File: src/rtl/neuron_feeder.sv
// neuron_feeder: sequences one neuron evaluation around an external MAC.
// It clears the MAC, streams K weight/input pairs from two synchronous-read
// memories, lets the MAC fold in the bias, then captures the MAC result
// with an optional ReLU. The result is presented on y with a one-cycle y_valid.
//
// Ports
//   clk, rst_n           clock, asynchronous active-low reset
//   start, bias          begin an evaluation (accepted only in IDLE), bias operand
//   w_addr, x_addr       memory read addresses (identical)
//   w_rdata, x_rdata     memory read data, one cycle after the address
//   n_rst                synchronous clear to the MAC
//   n_inptReady          MAC accumulate strobe
//   n_w, n_x, n_b        MAC operands
//   n_out                MAC result (combinational from its accumulator)
//   busy                 evaluation in progress
//   y, y_valid           captured result and its one-cycle strobe
//   state_dbg            current FSM state encoding
//
// Handshake: there is no back-pressure. start is a request that is honoured
// only while IDLE; y_valid is a single-cycle pulse and y holds until the
// next capture.
module neuron_feeder #(
    parameter int N    = 10,
    parameter int Q    = 8,
    parameter int K    = 8,
    parameter int AW   = (K > 1) ? $clog2(K) : 1,
    parameter int RELU = 1
) (
    input  logic          clk,
    input  logic          rst_n,
    input  logic          start,
    input  logic [N-1:0]  bias,
    output logic [AW-1:0] w_addr,
    output logic [AW-1:0] x_addr,
    input  logic [N-1:0]  w_rdata,
    input  logic [N-1:0]  x_rdata,
    output logic          n_rst,
    output logic          n_inptReady,
    output logic [N-1:0]  n_w,
    output logic [N-1:0]  n_x,
    output logic [N-1:0]  n_b,
    input  logic [N-1:0]  n_out,
    output logic          busy,
    output logic [N-1:0]  y,
    output logic          y_valid,
    output logic [2:0]    state_dbg
);

    // The bias is handed over unshifted; the MAC aligns it by Q fractional
    // bits, so Q must leave at least one integer (sign) bit.
    if (Q >= N || K < 1) begin : g_bad_params
        $error("neuron_feeder: require Q < N and K >= 1");
    end

    typedef enum logic [2:0] {
        IDLE    = 3'd0,
        CLEAR   = 3'd1,
        STREAM  = 3'd2,
        DRAIN   = 3'd3,
        BIAS    = 3'd4,
        CAPTURE = 3'd5,
        DONE    = 3'd6
    } state_t;

    state_t        state_q, state_d;
    logic [AW-1:0] addr_q,  addr_d;
    logic          valid_q, valid_d;
    logic [N-1:0]  n_b_q,   n_b_d;
    logic [N-1:0]  y_q,     y_d;

    always_ff @(posedge clk or negedge rst_n) begin
        if (!rst_n) begin
            state_q <= IDLE;
            addr_q  <= '0;
            valid_q <= 1'b0;
            n_b_q   <= '0;
            y_q     <= '0;
        end else begin
            state_q <= state_d;
            addr_q  <= addr_d;
            valid_q <= valid_d;
            n_b_q   <= n_b_d;
            y_q     <= y_d;
        end
    end

    always_comb begin
        state_d = state_q;
        addr_d  = addr_q;
        n_b_d   = n_b_q;
        y_d     = y_q;
        // The memory answers one cycle after the address, so the strobe is
        // the address-valid flag delayed by one register.
        valid_d = (state_q == STREAM);

        case (state_q)
            IDLE: begin
                if (start) begin
                    state_d = CLEAR;
                    n_b_d   = bias;
                end
            end
            CLEAR: begin
                state_d = STREAM;
                addr_d  = '0;
            end
            STREAM: begin
                // Exactly K addresses; return to 0 instead of wrapping.
                if (addr_q == AW'(K - 1)) begin
                    state_d = DRAIN;
                    addr_d  = '0;
                end else begin
                    addr_d = addr_q + AW'(1);
                end
            end
            DRAIN:   state_d = BIAS;
            BIAS:    state_d = CAPTURE;
            CAPTURE: begin
                y_d     = (RELU != 0 && n_out[N-1]) ? '0 : n_out;
                state_d = DONE;
            end
            DONE:    state_d = IDLE;
            default: state_d = IDLE;
        endcase
    end

    assign w_addr      = addr_q;
    assign x_addr      = addr_q;
    assign n_rst       = (state_q == IDLE) || (state_q == CLEAR);
    assign n_inptReady = valid_q;
    assign n_w         = w_rdata;
    assign n_x         = x_rdata;
    assign n_b         = n_b_q;
    assign busy        = (state_q != IDLE) && (state_q != DONE);
    assign y           = y_q;
    assign y_valid     = (state_q == DONE);
    assign state_dbg   = state_q;

endmodule
File: config.mk
export PLATFORM = sky130hd
export DESIGN_NAME = neuron_feeder
export DESIGN_NICKNAME = d
export VERILOG_FILES = /design/src/rtl/neuron_feeder.sv
export SDC_FILE = /design/constraint.sdc
export NUM_CORES = 1
export LEC_CHECK = 0
export CAP_MARGIN = 20
export CORE_ASPECT_RATIO = 0.6
export CORE_UTILIZATION = 25
export CTS_CLUSTER_SIZE = 30
export DETAILED_ROUTE_END_ITERATION = 16
export PLACE_DENSITY = 0.66
export SLEW_MARGIN = 20
export SYNTH_ARGS = -nofsm -noshare
export SYNTH_HDL_FRONTEND = slang
export SYNTH_SLANG_ARGS = --single-unit
File: constraint.sdc
create_clock -name clk -period 2.3 [get_ports clk]
set_input_delay 0.23 -clock clk [delete_from_list [all_inputs] [get_ports clk]]
set_output_delay 0.23 -clock clk [all_outputs]
set_load 0.02 [all_outputs]
==> results of run 1 <==
==> metal layers <==
layer	track usage, %	vias up
li1	-	440
met1	13.27	403
met2	12.35	37
met3	4.331	0
met4	1.279	0
met5	0	-
==> power groups by stage <==
stage | logic (µW) | clock network, µW | registers [µW]
2_1_floorplan | 569 | 0 | 1090
3_3_place_gp | 1330 | 0 | 878
3_5_place_dp | 1350 | 0 | 886
4_1_cts | 1350 | 395 | 878
5_1_grt | 1430 | 416 | 912
6_report | 1330 | 377 | 874
==> logic make-up (layout without fill, tap and decap cells) <==
| logic type | Yosys count | after routing | share of synthesized area, % |
|---|---|---|---|
| buffers and inverters | 30 | 61 | 16.08 |
| other | 1 | 1 | 0.2852 |
| adder cells (fa/ha/maj) | 2 | 2 | 1.903 |
| AND/OR/NAND/NOR | 32 | 32 | 13.22 |
| AO/OA/AOI/OAI | 18 | 18 | 8.849 |
| flip-flops | 26 | 26 | 49.48 |
| multiplexers | 12 | 12 | 10.18 |
==> state kept, by name, summed over array words and instances, names as in the netlist <==
signal and count:
state_dbg 3, n_b 10, y 9, w_addr 3
n_inptReady 1
==> final cells by class <==
type | instances | area [µm²]
fill | 518 | 3238
clock buffer | 3 | 41.29
timing repair buffer | 56 | 555.5
inverter | 1 | 3.754
tap | 66 | 82.58
sequential | 26 | 650.6
clock inverter | 1 | 30.03
multi-input combinational | 65 | 452.9
==> path summary, 6_finish.rpt <==
check | to | cells past startpoint
worst max-delay path | busy | 3
worst min-delay path | state_dbg[2]$_DFFE_PN0P_ | 2
worst min register to register | y[6]$_DFFE_PN0N_ | 2
max in group asynchronous | y[5]$_DFFE_PN0N_ | 2
min in group clk | n_w[6] | 0
worst max register to register | n_b[2]$_DFFE_PN0P_ | 3
==> per-stage QoR <==
| step | hold slack [ns] | cell area [µm²] | utilization [%] | power (µW) | cells |
|---|---|---|---|---|---|
| finish | 0.3347 | 1817 | 35.94 | 2580 | 218 |
| global route | 0.3584 | 1817 | 35.94 | 2757 | 218 |
| CTS | 0.3419 | 1817 | 35.94 | 2623 | 218 |
| detailed placement | 0.4601 | 1745 | 34.53 | 2232 | 214 |
| global placement | 0.4601 | 1745 | 34.53 | 2213 | 214 |
| floorplan | -0.06559 | 1315 | - | 1658 | 121 |
==> synth_stat cells, types with 2 or more instances <==
cell / count
o21ai_0: 10
buf_2: 4
nor2_1: 3
nand2b_1: 11
and2_1: 2
dfrtp_1: 26
mux2_2: 11
o21bai_1: 2
a22o_1: 4
nand2_1: 12
buf_4: 25
ha_1: 2
==> results.toml, run 1 <==
[run_status]
status = "complete, no violations"

[routing]
dr_wl_met2_um = 953
vias = 880
antenna_left = 0
drt_iter0_markers = 19
routed_wire_length_per_instance_um = 11.56
detail_route.vias_per_cell = 4.037
drt_drc_violations_left = 0
route.met3.wl_um = 282
totalWireLength_um = 2520
dr.pass1.iters = 3
wl_met1_um = 1285
routed.top_layer = "met3"

[worst_setup_path]
cp-startpoint = "state_dbg[1]$_DFFE_PN0P_"
critical_path_buf_inv_count = 1
timing.critical_path.arrival_ns = 1.80
cp-end-kind = "output port"
reg2reg_setup_slack_ns = 0.63
start_kind = "register"
timing_worst_setup_path_type = "reg -> out"
critPathMaxFanout = 16
cpLargestDelayFamily = "flip-flops"
timing.critical_path.slowest_stage_cell = "dfrtp_1"
worstPathCellList = "nor2_1 -> o21bai_1 -> clkdlybuf4s50_1"
r2r_start = "state_dbg[1]$_DFFE_PN0P_"
worst_path_largest_cell_delay_ns = 0.64
worst-endpoint-required_ns = 2.07

[cells_and_area]
finish.net_count = 198
syn2layout_area_growth_pct = 38.15
layout.cells.most_common = "clkdlybuf4s50_1"
antenna-diode-count = 0
post_route_cells_drive_above_1_share_pct = 11.84
final_cell_mix = "clkdlybuf4s50_1, dfrtp_1, nand2_1, mux2_2, nand2b_1"

[synth]
synth_area_um2 = 1315
synthesis.instances = 121
async_reset_ff_share_pct = 100.0
ys_top_cells_by_area = "dfrtp_1, buf_4, mux2_2, nand2b_1, o21ai_0"
number_of_enable_type_register_cells_in_the_synthesized_netlist = 0
ys_seq_elements = 26
commonest_register_cell_after_synthesis = "dfrtp_1"
synthesis.area_per_instance_um2 = 10.87
mappedNetlistNets = 166
synth_sequential_area_ratio_pct = 49.48
synth_cell_types = 21
synth.yosys.warnings = 0
netlist.top_cell.by_area = "dfrtp_1"
synth_top_area_share_pct = 49.48

[floorplanning]
die_outline_width_um = 95.63
core_area_um2 = 5055
floorplan.initialDensity_pct = 26.01
fp.dieH_um = 58.18
io_pins = 96
die-area_um2 = 5564
placement_rows = 20

[sta]
worst_pin_slew_ns = 0.5723
finalSetupViolCount = 0
max_freq_mhz = 492.2
layout_worst_path_cycle_share_pct = 88.33
final_hold_viol_count = 0
rsz0062_at_grt = "false"
smallest_setup_slack_after_layout_ns = 0.2683
worst_clock_skew_ns = 0.005538
timing.slew.headroom_pct = 61.73
final.min_clock_period_ns = 2.032
setup-tns-final_ns = 0
slew_violations = 0

[power_and_ir_drop]
power.share.combinational_pct = 51.5
net-switching-power_uw = 963.1
power_density_nw_per_um2 = 1420
switching_share_pct = 37.32
leakage_power_summed_over_all_cells_uw = 0.0007559
internal_power_uw = 1617
clockPowerShare_pct = 14.6
seq_power_share_pct = 33.9
max-vdd-ir-drop_mv = 0.5851

[global_routing]
grt_pass1_wl_um = 3836
grt_start_max_net_pins = 27
grt_usage_pct = 9.106
antenna_violations_before_repair = 0
grt_pass1_vias = 770
grt_overflow = 0

[hold_path]
hold_wc_path_type = "in -> async"

[placement]
place_worst_setup_slack_ns = 0.5808
placement.io_buffers = 54
dp_hpwl_um = 1854
finalWeightedCongestion = 0.6416

[clock_tree]
cts_buffer_depth = 2
post_cts.resized_instances = 0
clk_latency_ns = 0.27
postCtsSetupRepairBufs = 0
cts_tree = "built"
clkTransAtPathRegs_ns = 0.09
cts_inserted_buffers = 3
cts_root_buf = "clkbuf_8"
cts_max_level = 1
cts_hold_repair.buffers = 0
numClockSinks = 26

[job]
timing.max_cap.violations = 0
No activity file was read; power rests on OpenSTA's default activity.
==> run 2, diff against run 1 <==
Settings changed: CTS_CLUSTER_SIZE 30 to 10.
==> results of run 2 <==
No change in the layout: final DEF, timing and power equal those of run 1.
